`src/rtl/gpu_bus_arbiter_pkg.sv`:
```
// Shared types and constants for the two-master GPU word-bus arbiter.
package gpu_bus_arbiter_pkg;

  localparam int unsigned GPU_BUS_AW = 20;
  localparam int unsigned GPU_BUS_DW = 32;
  localparam int unsigned GPU_BUS_BW = GPU_BUS_DW / 8;

  localparam logic MID_M0 = 1'b0;
  localparam logic MID_M1 = 1'b1;

  typedef enum logic {
    ARB_IDLE   = 1'b0,
    ARB_LOCKED = 1'b1
  } arb_state_e;

endpackage

```
`src/rtl/gpu_bus_arbiter_if.sv`:
```
// Bundle of both master command ports and the downstream word bus.
// slave = arbiter view; master = view of whatever drives the masters and bus.
interface gpu_bus_arbiter_if
  import gpu_bus_arbiter_pkg::*;
#(
  parameter int unsigned AW = GPU_BUS_AW
) ();

  logic                  m0_req,    m1_req;
  logic                  m0_lock,   m1_lock;
  logic [GPU_BUS_BW-1:0] m0_wen,    m1_wen;
  logic [AW-1:0]         m0_addr,   m1_addr;
  logic [GPU_BUS_DW-1:0] m0_wdata,  m1_wdata;
  logic                  m0_gnt,    m1_gnt;
  logic                  m0_rvalid, m1_rvalid;
  logic [GPU_BUS_DW-1:0] m0_rdata,  m1_rdata;

  logic                  bus_en;
  logic [GPU_BUS_BW-1:0] bus_wen;
  logic [AW-1:0]         bus_addr;
  logic [GPU_BUS_DW-1:0] bus_wdata;
  logic [GPU_BUS_DW-1:0] bus_rdata;

  modport slave (
    input  m0_req, m1_req, m0_lock, m1_lock, m0_wen, m1_wen,
           m0_addr, m1_addr, m0_wdata, m1_wdata, bus_rdata,
    output m0_gnt, m1_gnt, m0_rvalid, m1_rvalid, m0_rdata, m1_rdata,
           bus_en, bus_wen, bus_addr, bus_wdata
  );

  modport master (
    output m0_req, m1_req, m0_lock, m1_lock, m0_wen, m1_wen,
           m0_addr, m1_addr, m0_wdata, m1_wdata, bus_rdata,
    input  m0_gnt, m1_gnt, m0_rvalid, m1_rvalid, m0_rdata, m1_rdata,
           bus_en, bus_wen, bus_addr, bus_wdata
  );

endinterface

```
`src/rtl/gpu_bus_arbiter_rr_pick.sv`:
```
// Two-way combinational round-robin picker: on a tie the master that did
// not win last time is selected.
module gpu_bus_arbiter_rr_pick (
  input  logic [1:0] req_i,
  input  logic       last_i,
  output logic       sel_o,
  output logic       any_o
);

  always_comb begin
    any_o = |req_i;
    sel_o = req_i[1];
    if (&req_i) sel_o = ~last_i;
  end

endmodule

```
`src/rtl/gpu_bus_arbiter.sv`:
```
// Round-robin arbiter with bus lock between the AXI bridge (m0) and the
// fill/blit engine (m1). Define GPU_ARB_WDOG_EN to enable the lock watchdog.
module gpu_bus_arbiter
  import gpu_bus_arbiter_pkg::*;
#(
  parameter int unsigned AW = GPU_BUS_AW
`ifdef GPU_ARB_WDOG_EN
  , parameter int unsigned LOCK_MAX = 256
`endif
) (
  input  logic              aclk,
  input  logic              areset,
  gpu_bus_arbiter_if.slave  bif,
  output logic              arb_owner,
  output logic              wdog_err
);

  arb_state_e state_q, state_d;
  logic       owner_q, owner_d;
  logic       rd_pend_q, rd_pend_d;
  logic       rd_id_q, rd_id_d;

  logic                  pick_sel, pick_any;
  logic                  win_c, en_c;
  logic                  win_req, win_lock;
  logic [GPU_BUS_BW-1:0] win_wen;
  logic [AW-1:0]         win_addr;
  logic [GPU_BUS_DW-1:0] win_wdata;

  gpu_bus_arbiter_rr_pick u_pick (
    .req_i  ({bif.m1_req, bif.m0_req}),
    .last_i (owner_q),
    .sel_o  (pick_sel),
    .any_o  (pick_any)
  );

  // While locked only the lock holder (the most recent winner) can be served.
  assign win_c = (state_q == ARB_LOCKED) ? owner_q : pick_sel;

  always_comb begin
    win_req   = bif.m0_req;
    win_lock  = bif.m0_lock;
    win_wen   = bif.m0_wen;
    win_addr  = bif.m0_addr;
    win_wdata = bif.m0_wdata;
    if (win_c == MID_M1) begin
      win_req   = bif.m1_req;
      win_lock  = bif.m1_lock;
      win_wen   = bif.m1_wen;
      win_addr  = bif.m1_addr;
      win_wdata = bif.m1_wdata;
    end
  end

  // In IDLE the picker only selects a requester, so win_req == pick_any there.
  assign en_c = ~areset & win_req & ((state_q == ARB_LOCKED) | pick_any);

  assign bif.m0_gnt    = en_c & (win_c == MID_M0);
  assign bif.m1_gnt    = en_c & (win_c == MID_M1);
  assign bif.bus_en    = en_c;
  assign bif.bus_wen   = en_c ? win_wen   : '0;
  assign bif.bus_addr  = en_c ? win_addr  : '0;
  assign bif.bus_wdata = en_c ? win_wdata : '0;

  assign bif.m0_rvalid = ~areset & rd_pend_q & (rd_id_q == MID_M0);
  assign bif.m1_rvalid = ~areset & rd_pend_q & (rd_id_q == MID_M1);
  assign bif.m0_rdata  = bif.bus_rdata;
  assign bif.m1_rdata  = bif.bus_rdata;

  assign arb_owner = owner_q;

`ifdef GPU_ARB_WDOG_EN
  localparam int unsigned CW = (LOCK_MAX > 2) ? $clog2(LOCK_MAX) : 1;
  logic [CW-1:0] cnt_q, cnt_d;
  logic          wdog_q, wdog_d;
  assign wdog_err = wdog_q;
`else
  assign wdog_err = 1'b0;
`endif

  // Next-state: lock entry/exit, round-robin history, read-return tracking.
  always_comb begin
    state_d   = state_q;
    owner_d   = owner_q;
    rd_pend_d = en_c & (win_wen == '0);
    rd_id_d   = win_c;
`ifdef GPU_ARB_WDOG_EN
    cnt_d     = '0;
    wdog_d    = wdog_q;
`endif
    if (en_c) owner_d = win_c;
    case (state_q)
      ARB_IDLE:   if (en_c &  win_lock) state_d = ARB_LOCKED;
      ARB_LOCKED: if (en_c & ~win_lock) state_d = ARB_IDLE;
      default:    state_d = ARB_IDLE;
    endcase
`ifdef GPU_ARB_WDOG_EN
    if (state_q == ARB_LOCKED) begin
      cnt_d = cnt_q + CW'(1);
      if (cnt_q == CW'(LOCK_MAX - 1)) begin
        state_d = ARB_IDLE;
        wdog_d  = 1'b1;
      end
    end
`endif
  end

  always_ff @(posedge aclk or posedge areset) begin
    if (areset) begin
      state_q   <= ARB_IDLE;
      owner_q   <= MID_M1;
      rd_pend_q <= 1'b0;
      rd_id_q   <= MID_M0;
`ifdef GPU_ARB_WDOG_EN
      cnt_q     <= '0;
      wdog_q    <= 1'b0;
`endif
    end else begin
      state_q   <= state_d;
      owner_q   <= owner_d;
      rd_pend_q <= rd_pend_d;
      rd_id_q   <= rd_id_d;
`ifdef GPU_ARB_WDOG_EN
      cnt_q     <= cnt_d;
      wdog_q    <= wdog_d;
`endif
    end
  end

endmodule

```
`src/flat_wrapper.sv`:
```
// flat-port wrapper written by rule: the top's interface ports become plain ports
module gpu_bus_arbiter_flat import gpu_bus_arbiter_pkg::*;
#(
  parameter int unsigned AW = GPU_BUS_AW

)
  (aclk, areset, arb_owner, wdog_err, bif_m0_req, bif_m1_req, bif_m0_lock, bif_m1_lock, bif_m0_wen, bif_m1_wen, bif_m0_addr, bif_m1_addr, bif_m0_wdata, bif_m1_wdata, bif_bus_rdata, bif_m0_gnt, bif_m1_gnt, bif_m0_rvalid, bif_m1_rvalid, bif_m0_rdata, bif_m1_rdata, bif_bus_en, bif_bus_wen, bif_bus_addr, bif_bus_wdata);
  gpu_bus_arbiter_if #(.AW(AW)) bif_i ();
  input  logic aclk;
  input  logic areset;
  output logic arb_owner;
  output logic wdog_err;
  input wire logic [$bits(bif_i.m0_req)-1:0] bif_m0_req;
  input wire logic [$bits(bif_i.m1_req)-1:0] bif_m1_req;
  input wire logic [$bits(bif_i.m0_lock)-1:0] bif_m0_lock;
  input wire logic [$bits(bif_i.m1_lock)-1:0] bif_m1_lock;
  input wire logic [$bits(bif_i.m0_wen)-1:0] bif_m0_wen;
  input wire logic [$bits(bif_i.m1_wen)-1:0] bif_m1_wen;
  input wire logic [$bits(bif_i.m0_addr)-1:0] bif_m0_addr;
  input wire logic [$bits(bif_i.m1_addr)-1:0] bif_m1_addr;
  input wire logic [$bits(bif_i.m0_wdata)-1:0] bif_m0_wdata;
  input wire logic [$bits(bif_i.m1_wdata)-1:0] bif_m1_wdata;
  input wire logic [$bits(bif_i.bus_rdata)-1:0] bif_bus_rdata;
  output wire logic [$bits(bif_i.m0_gnt)-1:0] bif_m0_gnt;
  output wire logic [$bits(bif_i.m1_gnt)-1:0] bif_m1_gnt;
  output wire logic [$bits(bif_i.m0_rvalid)-1:0] bif_m0_rvalid;
  output wire logic [$bits(bif_i.m1_rvalid)-1:0] bif_m1_rvalid;
  output wire logic [$bits(bif_i.m0_rdata)-1:0] bif_m0_rdata;
  output wire logic [$bits(bif_i.m1_rdata)-1:0] bif_m1_rdata;
  output wire logic [$bits(bif_i.bus_en)-1:0] bif_bus_en;
  output wire logic [$bits(bif_i.bus_wen)-1:0] bif_bus_wen;
  output wire logic [$bits(bif_i.bus_addr)-1:0] bif_bus_addr;
  output wire logic [$bits(bif_i.bus_wdata)-1:0] bif_bus_wdata;
  assign bif_i.m0_req = bif_m0_req;
  assign bif_i.m1_req = bif_m1_req;
  assign bif_i.m0_lock = bif_m0_lock;
  assign bif_i.m1_lock = bif_m1_lock;
  assign bif_i.m0_wen = bif_m0_wen;
  assign bif_i.m1_wen = bif_m1_wen;
  assign bif_i.m0_addr = bif_m0_addr;
  assign bif_i.m1_addr = bif_m1_addr;
  assign bif_i.m0_wdata = bif_m0_wdata;
  assign bif_i.m1_wdata = bif_m1_wdata;
  assign bif_i.bus_rdata = bif_bus_rdata;
  assign bif_m0_gnt = bif_i.m0_gnt;
  assign bif_m1_gnt = bif_i.m1_gnt;
  assign bif_m0_rvalid = bif_i.m0_rvalid;
  assign bif_m1_rvalid = bif_i.m1_rvalid;
  assign bif_m0_rdata = bif_i.m0_rdata;
  assign bif_m1_rdata = bif_i.m1_rdata;
  assign bif_bus_en = bif_i.bus_en;
  assign bif_bus_wen = bif_i.bus_wen;
  assign bif_bus_addr = bif_i.bus_addr;
  assign bif_bus_wdata = bif_i.bus_wdata;
  gpu_bus_arbiter #(.AW(AW)) u_core (.aclk(aclk), .areset(areset), .bif(bif_i), .arb_owner(arb_owner), .wdog_err(wdog_err));
endmodule
```
`config.mk`:
```
export PLATFORM = sky130hd
export DESIGN_NAME = gpu_bus_arbiter_flat
export DESIGN_NICKNAME = d
export VERILOG_FILES = /design/src/rtl/gpu_bus_arbiter_pkg.sv /design/src/rtl/gpu_bus_arbiter_if.sv /design/src/rtl/gpu_bus_arbiter_rr_pick.sv /design/src/rtl/gpu_bus_arbiter.sv /design/src/flat_wrapper.sv
export SDC_FILE = /design/constraint.sdc
export NUM_CORES = 1
export LEC_CHECK = 0
export ABC_CLOCK_PERIOD_IN_PS = 3500
export BUFFER_PORTS_ARGS = -buffer_cell sky130_fd_sc_hd__buf_2
export CAP_MARGIN = 20
export CORE_AREA = 2 2 109 111
export CTS_BUF_LIST = sky130_fd_sc_hd__clkbuf_16
export CTS_CLUSTER_DIAMETER = 40
export DETAILED_ROUTE_END_ITERATION = 16
export DIE_AREA = 0 0 111 113
export PLACE_DENSITY = 0.59
export SLEW_MARGIN = 40
export SYNTH_ARGS = -nofsm -noshare
export SYNTH_HDL_FRONTEND = slang
export SYNTH_HIERARCHICAL = 1
export SYNTH_SLANG_ARGS = --single-unit
```
`constraint.sdc`:
```
create_clock -name aclk -period 3.5 [get_ports aclk]
set_input_delay 0.875 -clock aclk [delete_from_list [all_inputs] [get_ports aclk]]
set_output_delay 0.875 -clock aclk [all_outputs]
set_load 0.01 [all_outputs]
```
==> impl_metrics.yaml <==
min_path:
  hold_path_class: "reg2reg"
  min_to: "u_core/arb_owner$_DFFE_PP1P_"
  holdPathStages: 1
  min_from: "u_core/arb_owner$_DFFE_PP1P_"
yosys:
  synthTopCellsByArea: "buf_4 (32%), a21oi_1 (17%), nand3_1 (16%), nand2_1 (12%), buf_6 (4.5%)"
  yosys.area.top_type: "buf_4"
  syn_inst: 290
  ys_warn_count: 6
  synth_cell_types: 27
  synth_ff_type: "dfrtp_1"
  ys_seq_area_share_pct: 5.82
  synth-seq-cells: 4
  syn_nets: 440
  synth.top_cell.area_share_pct: 31.9
  syn_avg_cell_area_um2: 6.00
  async_reset_ff_share_pct: 100
  synth_commonest_cells: "buf_4 (74), a21oi_1 (58), nand2_1 (57), nand3_1 (57), clkbuf_1 (8)"
  synth_most_common_cell: "buf_4"
  synth-edff-count: 0
  netlist_area_um2: 1740
finish:
  nNetsFinal: 541
  area_growth_syn_to_layout_pct: 32.4
  fill_cells: 1305
  drive_above_1_share_pct: 50.0
  num_antenna_cells: 0
  fin_area_um2: 2300
timing:
  slew_headroom_pct: 57.4
  worst_pin_slew_ps: 639
  setup_viol: 0
  finalCritPeriodShare_pct: 94.9
  timing.final.hold_violations: 0
  rsz0062_at_grt: "no"
  hold_slack_ps: 553
  finalCriticalPeriod_ps: 3320
  maxSlewViolCount: 0
  fmax_mhz: 301
  setup-tns-final_ps: 0
  fin_skew_ps: 3.66
critical_path:
  reg2reg_setup_slack_ps: 1530
  reg2reg_depth: 6
  critPathLaunchType: "input pin"
  r2r_start: "u_core/arb_owner$_DFFE_PP1P_"
  crit_fanout: 39
  crit_type: "in2out"
  worstPathRequired_ps: 2620
  cp-end-kind: "output port"
  cp.arrival_ps: 2450
global_routing:
  grt_max_degree: 61
  overflow: 0
  grt_usage_pct: 9.97
  antenna_found_initial: 0
  grt_pass1_wl_um: 10500
  first_global_vias: 2155
die:
  die_x_um: 111
  rows: 39
  die_h_um: 113
  pin_count: 277
  initial_utilization_pct: 15.4
  die_area_um2: 12500
  core_um2: 11300
run:
  max_cap_viol_count: 0
cts:
  htreeDepth: 1
  cts_buffer_depth: 2
  post_cts_buffers: 0
  clk_pin_slew_ps: 30
  ctsRootBufferMaster: "clkbuf_16"
  numCtsBuffers: 3
  clk_latency_ps: 220
  cts_resized: 0
  cts_tree: "yes"
  postCtsHoldBufs: 0
  clock_sink_count: 4
placement:
  portBuffers: 179
  place_area_um2: 2220
  dpl.hpwl_um: 5230
  routabilityCongestion: 0.737
routing:
  first_iter_violations: 99
  routed_wl_um: 6860
  antenna_left: 0
  num_vias: 2253
  drc: 0
  wl_per_cell_um: 12.9
  vias_per_cell: 4.23
  drt-pass1-iter-count: 4
status:
  run_status: "complete, no violations"
power_and_ir_drop:
  ir_worst_vdd_uv: 488
  p_leak_uw: 0.00126
  power_density_nw_per_um2: 578
[critical path, cell delays in order]
cell      delay, ps
buf_2           120
a21boi_1        310
o21ai_1         140
a211o_2         350
buf_4           250
a21oi_1         200
buf_2           160
[cells by family (layout without fill, tap and decap cells)]
group	after synthesis	in the layout	synth area share (%)
compound gates	64	64	19.4
flops	4	4	5.82
other cells	1	1	0.215
simple gates	124	124	32.5
buf+inv	94	194	39.5
mux	3	3	2.59
[placed cells by master, fill, tap and decap left out]
cell | synthesis | routed
clkbuf_16 | 0 | 3
inv_1 | 3 | 4
mux2_2 | 1 | 1
mux2i_4 | 1 | 1
buf_12 | 0 | 2
buf_4 | 74 | 5
nor3_2 | 1 | 1
nand3_1 | 57 | 57
nand2_1 | 57 | 57
and3_1 | 2 | 2
a2111oi_0 | 1 | 1
or2_1 | 1 | 1
buf_2 | 1 | 179
nor3b_1 | 2 | 2
dfrtp_1 | 3 | 3
a21boi_1 | 1 | 1
inv_4 | 1 | 1
dfstp_2 | 1 | 1
o21ai_1 | 1 | 1
a211o_2 | 0 | 1
conb_1 | 1 | 1
o22a_1 | 2 | 2
a21oi_1 | 58 | 58
nor2_1 | 1 | 1
nor4_1 | 2 | 2
nand2b_1 | 1 | 1
mux2_1 | 1 | 1
[how the worst max path moves through the flow]
stage,start,end,slack [ps],cells past startpoint
6_report,bif_m0_req,bif_bus_wdata[20],180,7
5_1_grt,bif_m1_req,bif_bus_addr[19],20,8
4_1_cts,bif_m0_req,bif_bus_wdata[20],170,7
3_5_place_dp,bif_m0_req,bif_bus_wdata[20],170,7
3_3_place_gp,bif_m1_req,bif_bus_wdata[17],170,7
2_1_floorplan,bif_m1_req,bif_m1_gnt,540,6
[metal layers]
layer  wire length (um)  up-vias  part of all wire, %  global-route usage, %
met2               3290      127                   48                   18.4
met5                  0        -                    0                      0
met3                607       24                  8.8                   1.98
met4                153        0                  2.2                   2.50
li1                   -     1115                    -                      -
met1               2810      987                   41                   11.8
[metrics by stage]
step | setup WS (ps) | power [uW] | utilization (%) | cells
global route | 20.9 | 1470 | 20.4 | 533
CTS | 172 | 1360 | 20.4 | 533
detailed placement | 173 | 1180 | 19.7 | 529
finish | 179 | 1330 | 20.4 | 533
floorplan | 541 | 901 | - | 290
global placement | 172 | 1170 | 19.7 | 529
[where the power goes]
part           switching (uW)  leakage [uW]  internal, uW
combinational             656       0.00117           404
clock                    31.0     0.0000423           147
sequential               23.0     0.0000480          69.0
[area by class of cell]
cell class | count | area, um^2 | area share [%]
Clock buffer | 3 | 75.1 | 3.26
Clock inverter | 1 | 3.75 | 0.163
Inverter | 4 | 17.5 | 0.760
Multi-Input combinational cell | 192 | 953 | 41.4
Sequential cell | 4 | 101 | 4.40
Tap cell | 143 | 179 | 7.77
Timing Repair Buffer | 186 | 973 | 42.3
Power figures use the tool's default switching activity.
